===== config.mk =====
export PLATFORM = sky130hd
export DESIGN_NAME = instruction_fetch_unit
export DESIGN_NICKNAME = d
export VERILOG_FILES = /design/src/rtl/instruction_fetch_unit.sv
export SDC_FILE = /design/constraint.sdc
export NUM_CORES = 1
export LEC_CHECK = 0
export ABC_AREA = 1
export CORE_UTILIZATION = 50
export DETAILED_ROUTE_END_ITERATION = 16
export PLACE_DENSITY = 0.79
export SYNTH_ARGS = -nofsm -noshare
export SYNTH_HDL_FRONTEND = slang
export SYNTH_SLANG_ARGS = --single-unit

===== constraint.sdc =====
create_clock -name clk_i -period 9.86 [get_ports clk_i]
set_input_delay 1.479 -clock clk_i [delete_from_list [all_inputs] [get_ports clk_i]]
set_output_delay 1.479 -clock clk_i [all_outputs]
set_load 0.03 [all_outputs]

===== src/rtl/instruction_fetch_unit.sv =====
// Fetch initiator: owns the PC, fetches from combinational imem, queues {pc, instr} for decode (1-cycle fetch-to-valid).
// Backpressure: fetch stalls and PC holds when the queue is full and decode is not popping; halt and fault also stall.
module instruction_fetch_unit #(
  parameter logic [31:0] RESET_PC  = 32'h0000_0000,
  parameter int          QDEPTH    = 2,
  parameter logic [31:0] NOP_INSTR = 32'h0000_0013
) (
  input  logic        clk_i,
  input  logic        rst_i,
  output logic [31:0] imem_addr_o,
  output logic        imem_en_o,
  input  logic [31:0] imem_instr_i,
  input  logic        redirect_i,
  input  logic [31:0] redirect_pc_i,
  input  logic        halt_i,
  output logic [31:0] instr_o,
  output logic [31:0] pc_o,
  output logic        valid_o,
  input  logic        ready_i,
  output logic        fault_o
);
  localparam int PW = (QDEPTH > 1) ? $clog2(QDEPTH) : 1;
  localparam int CW = $clog2(QDEPTH + 1);
  localparam logic [PW-1:0] LAST = PW'(QDEPTH - 1);
  localparam logic [CW-1:0] FULL = CW'(QDEPTH);

  logic [31:0]   pc_q, pc_d;
  logic          fault_q, fault_d;
  logic [PW-1:0] rd_ptr_q, rd_ptr_d, wr_ptr_q, wr_ptr_d;
  logic [CW-1:0] count_q, count_d;
  logic [31:0]   q_pc_q    [QDEPTH];
  logic [31:0]   q_instr_q [QDEPTH];
  logic          pop, push;

  function automatic logic [PW-1:0] ptr_inc(input logic [PW-1:0] p);
    return (p == LAST) ? '0 : p + 1'b1;
  endfunction

  assign valid_o     = (count_q != '0);
  assign pop         = valid_o && ready_i;
  // A full queue may still accept a fetch when the head leaves in the same cycle.
  assign push        = !rst_i && !fault_q && !halt_i && !redirect_i && ((count_q < FULL) || pop);
  assign imem_en_o   = push;
  assign imem_addr_o = pc_q;
  assign instr_o     = valid_o ? q_instr_q[rd_ptr_q] : NOP_INSTR;
  assign pc_o        = valid_o ? q_pc_q[rd_ptr_q] : 32'h0;
  assign fault_o     = fault_q;

  always_comb begin
    pc_d     = pc_q;
    fault_d  = fault_q;
    rd_ptr_d = rd_ptr_q;
    wr_ptr_d = wr_ptr_q;
    count_d  = count_q;
    if (redirect_i) begin
      // Redirect flushes everything, including a pop offered this cycle.
      pc_d     = redirect_pc_i;
      fault_d  = |redirect_pc_i[1:0];
      rd_ptr_d = '0;
      wr_ptr_d = '0;
      count_d  = '0;
    end else begin
      if (push) begin
        wr_ptr_d = ptr_inc(wr_ptr_q);
        pc_d     = pc_q + 32'd4;
      end
      if (pop) rd_ptr_d = ptr_inc(rd_ptr_q);
      case ({push, pop})
        2'b10:   count_d = count_q + 1'b1;
        2'b01:   count_d = count_q - 1'b1;
        default: count_d = count_q;
      endcase
    end
  end

  always_ff @(posedge clk_i) begin
    if (rst_i) begin
      pc_q     <= RESET_PC;
      fault_q  <= 1'b0;
      rd_ptr_q <= '0;
      wr_ptr_q <= '0;
      count_q  <= '0;
    end else begin
      pc_q     <= pc_d;
      fault_q  <= fault_d;
      rd_ptr_q <= rd_ptr_d;
      wr_ptr_q <= wr_ptr_d;
      count_q  <= count_d;
    end
  end

  always_ff @(posedge clk_i) begin
    if (push) begin
      q_pc_q[wr_ptr_q]    <= pc_q;
      q_instr_q[wr_ptr_q] <= imem_instr_i;
    end
  end
endmodule


Yosys cells after proc, flatten, opt, wreduce, memory -nomap -nowiden
Memory sizes are Yosys's and may differ from the RTL's. A register that Yosys moved wholly into a read port is not among the register bits. Cells that the tools add are included.

Bits of input ports: 69. Register bits: 37. Bits in writable memories: 128. Memories: 2.

Reductions and logical operators: 15. Add/subtract/negate cells: 5. Magnitude comparators: 1. Equality and inequality tests: 2. Muxes and demuxes: 13.

Memory list: q_instr_q (words 2, bits a word 32, rd ports 1, clocked after memory_dff 1, wr ports 1, line 32) `logic [31:0] q_instr_q [QDEPTH];`; q_pc_q (words 2, bits a word 32, rd ports 1, clocked after memory_dff 1, wr ports 1, line 31) `logic [31:0] q_pc_q [QDEPTH];`.

Operator list (number): $mux 32 (4); $add 32x3->32 const B (1); $mux 1 (8); $reduce_bool 2->1 (3); $logic_and 1x1->1 (5); $logic_not 1->1 (4); $pmux 2 s2 (1); $reduce_or 2->1 (2); $add 1x1->1 const B (2); $add 2x1->2 const B (1); $eq 2x1->1 const B (1); $eq 2x2->1 const B (1); $lt 2x2->1 const B (1); $sub 2x1->2 const B (1); $logic_or 1x1->1 (1).

Depth between registers and ports, before layout
Depth after elaboration: 7. Depth in mapped cells: 9. Mapped depth without buffers: 9.

Least setup slack after synthesis
No wires, ideal clock.

Path type: in2reg. From: in redirect_i. To: mem q_instr_q[1][0], enable pin. Required time: 9.372 ns. Stages: 3. Setup slack: 4.847 ns. Data arrival time: 4.525 ns. Path through: nor2_4 nand4_4 nor2_1.

Word-level cells in the longest chain between the ends: 5.

Ends and longest elaborated chain: start: declaration (line 13) `input logic redirect_i,`; $logic_not 1->1 (line 42) `assign push = !rst_i && !fault_q && !halt_i && !redirect_i && ((count_q < FULL) || pop);`; $logic_and 1x1->1 (2 in a row) (line 42); $mux 1 (line 93) `if (push) begin`; $mux 1 (implied by the code) (line 95) `q_instr_q[wr_ptr_q] <= imem_instr_i;`; end: declaration (line 32).

No other way between the ends.

Final worst setup path
From: in redirect_i. To: out imem_en_o.

Word-level cells in the longest chain between the ends: 3.

Ends and longest elaborated chain: $logic_not 1->1 (line 42); $logic_and 1x1->1 (2 in a row) (line 42); end: declaration (line 11) `output logic imem_en_o,`.

No other way between the ends.

==> results.json <==
{
  "final_area_um2": 9640,
  "area_growth_pct": 34.3,
  "cts_resized": 0,
  "drcViolationCount": 0,
  "synth_xor_area_share_pct": 0.610,
  "worstSkewPairLatency_ns": 0.42,
  "placed_cell_area_um2": 9010,
  "io_pins": 168,
  "die_area_um2": 14800,
  "ys.flop_type": "edfxtp_1",
  "tns_ns": 0,
  "dr_total_vias": 5711,
  "worst_slack_ns": 4.56,
  "first_pass_iters": 5,
  "required_ns": 8.38,
  "timing.final.crit_share_pct": 53.8,
  "power_mw": 1.62,
  "crit_path_end_kind": "output pin",
  "fmax_mhz": 189,
  "rsz0062_at_grt": "false",
  "ant_nets": 0,
  "avgSynthCellArea_um2": 9.51,
  "synth_nets": 826,
  "synth_area_leader_cell": "edfxtp_1",
  "core-area_um2": 13900,
  "synth_top_family_by_area": "simple AND/OR/NAND/NOR gates",
  "syn-cell-area_um2": 7180,
  "outcome": "finished clean",
  "max-cap-violations": 0,
  "num_antenna_cells": 0,
  "seqCellArea_um2": 4610,
  "p_leak_nw": 3.47,
  "arrival_ns": 3.82,
  "vias_per_cell": 5.15,
  "cts_tree": "yes",
  "async_flop_share_pct": 0,
  "fin_cells": 1109,
  "dp_cells": 1078,
  "cts-root-buf": "clkbuf_16",
  "startpoint_type": "primary input",
  "synth_compound_area_share_pct": 8.93,
  "cp_max_fo": 31,
  "port_buffers": 167,
  "path_class": "primary input to output pin",
  "hold_ws_ns": 0.443,
  "rows": 43,
  "grt_pass1_vias": 5156,
  "ctsHtreeMaxLevel": 4,
  "wire_per_inst_um": 14.9,
  "n_fill_cell": 1049,
  "synthCells": 755,
  "ys_seq_area_share_pct": 64.2,
  "place_hpwl_um": 10500,
  "hp-class": "register to register",
  "layout-drive-gt1-share_pct": 5.38,
  "cts_setup_buffers": 0,
  "setup_viol": 0,
  "utilization_pct": 69.2,
  "yosys-top-cells-area": "edfxtp_1, nand2_1, dfxtp_1, a21oi_1, inv_1",
  "peakVddDrop_mv": 0.103,
  "dp_slack_ns": 4.58,
  "cts-hold-fix-buffers": 0,
  "nNetsFinal": 988,
  "final_max_slew_viol_count": 0,
  "die_y_um": 122,
  "synth_edf_count": 128,
  "grt_usage_pct": 23.3,
  "ys_ff_latch": 166,
  "synth_top_area_share_pct": 53.6,
  "yosys.area_share.adder_pct": 0.349,
  "drt-total-wl_um": 16500,
  "relSlewSlack_pct": 24.3,
  "numCtsBuffers": 17,
  "die_x_um": 122,
  "skew_ns": 0.00875,
  "cts.sinks": 166,
  "grt.overflow.total": 0,
  "drtIter0Drc": 444,
  "grt_pass1_wl_um": 25900,
  "grt_antenna_before_repair": 0,
  "grt_max_degree": 65,
  "pwr_density_cell_nw_per_um2": 169,
  "ys_warn_count": 0,
  "clkTransAtPathRegs_ns": 0.06,
  "synthTopCellsByCount": "nand2_1, edfxtp_1, a21oi_1, inv_1, nand3_1",
  "ys_types": 29,
  "hold_viol": 0,
  "multi_input_area_um2": 2220,
  "synth-simple-area-share_pct": 20.7,
  "period_needed_ns": 5.30,
  "synthMuxAreaShare_pct": 0,
  "yosysMostFrequentCell": "nand2_1",
  "start_util_pct": 51.5,
  "worstMarginPinSlew_ns": 1.13,
  "place.gp.congestion": 0.885,
  "ctsLongestPathBuffers": 2
}
==> flip-flops by register name, summed over array words and instances (netlist names), named ones only <==
| name | count |
|---|---|
| imem_addr_o | 32 |
| wr_ptr_q | 1 |
| q_instr_q | 64 |
| rd_ptr_q | 1 |
| fault_o | 1 |
| q_pc_q | 64 |
| count_q | 2 |
==> worst paths after layout <==
check,end,slack (ns),depth (start not counted),start
setup reg to reg,q_pc_q[0][25]$_DFFE_PP_,7.57,4,count_q[1]$_SDFFE_PP0P_
hold reg to reg,register,0.44,1,rd_ptr_q$_SDFFE_PP0P_
hold / removal,register,0.44,1,rd_ptr_q$_SDFFE_PP0P_
setup / recovery,imem_en_o,4.56,6,redirect_i
==> layer usage <==
layer	wire, um	vias to the layer above	GRT usage [%]	share of wire, %
met3	1120	26	4.21	6.8
met4	353	0	10.5	2.1
met2	7940	216	37.2	48
li1	-	2847	-	-
met1	7050	2622	31.0	43
met5	0	-	0	0
==> kinds of logic after synthesis <==
family,count (synthesis)
and+or+nand+nor,362
buffers and inverters,95
AOI/OAI and AO/OA,125
xor gates and xnor gates,5
DFF,166
adders and majority gates,2
==> critical path, stage by stage <==
cell and delay [ns]:
clkdlybuf4s50_1 0.39, buf_4 0.25, nor2_4 0.22, nand4_4 0.23
inv_2 0.46, clkdlybuf4s50_1 0.78
==> layout by cell type (no fill, tap or decap), types with 5 or more instances in the layout <==
| cell type | n |
|---|---|
| a21oi_1 | 86 |
| a31oi_1 | 7 |
| buf_4 | 6 |
| bufinv_16 | 5 |
| clkbuf_16 | 17 |
| clkdlybuf4s50_1 | 167 |
| dfxtp_1 | 37 |
| edfxtp_1 | 128 |
| inv_1 | 63 |
| nand2_1 | 262 |
| nand3_1 | 42 |
| nor2_1 | 38 |
| nor2_4 | 6 |
| o21ai_0 | 27 |
==> power by group <==
group	switching (mW)	total, mW	internal, mW
Clock	0.247	0.699	0.452
Sequential	0.0189	0.791	0.772
Combinational	0.0741	0.134	0.0603
Total	0.340	1.62	1.28
==> layout make-up <==
class / count / area share (%)
Timing Repair Buffer: 173 / 17.8
Clock buffer: 20 / 4.64
Sequential cell: 166 / 47.8
Tap cell: 180 / 2.34
Clock inverter: 11 / 1.88
Inverter: 65 / 2.53
Multi-Input combinational cell: 494 / 23.0
(Power assumes the default switching activity.)
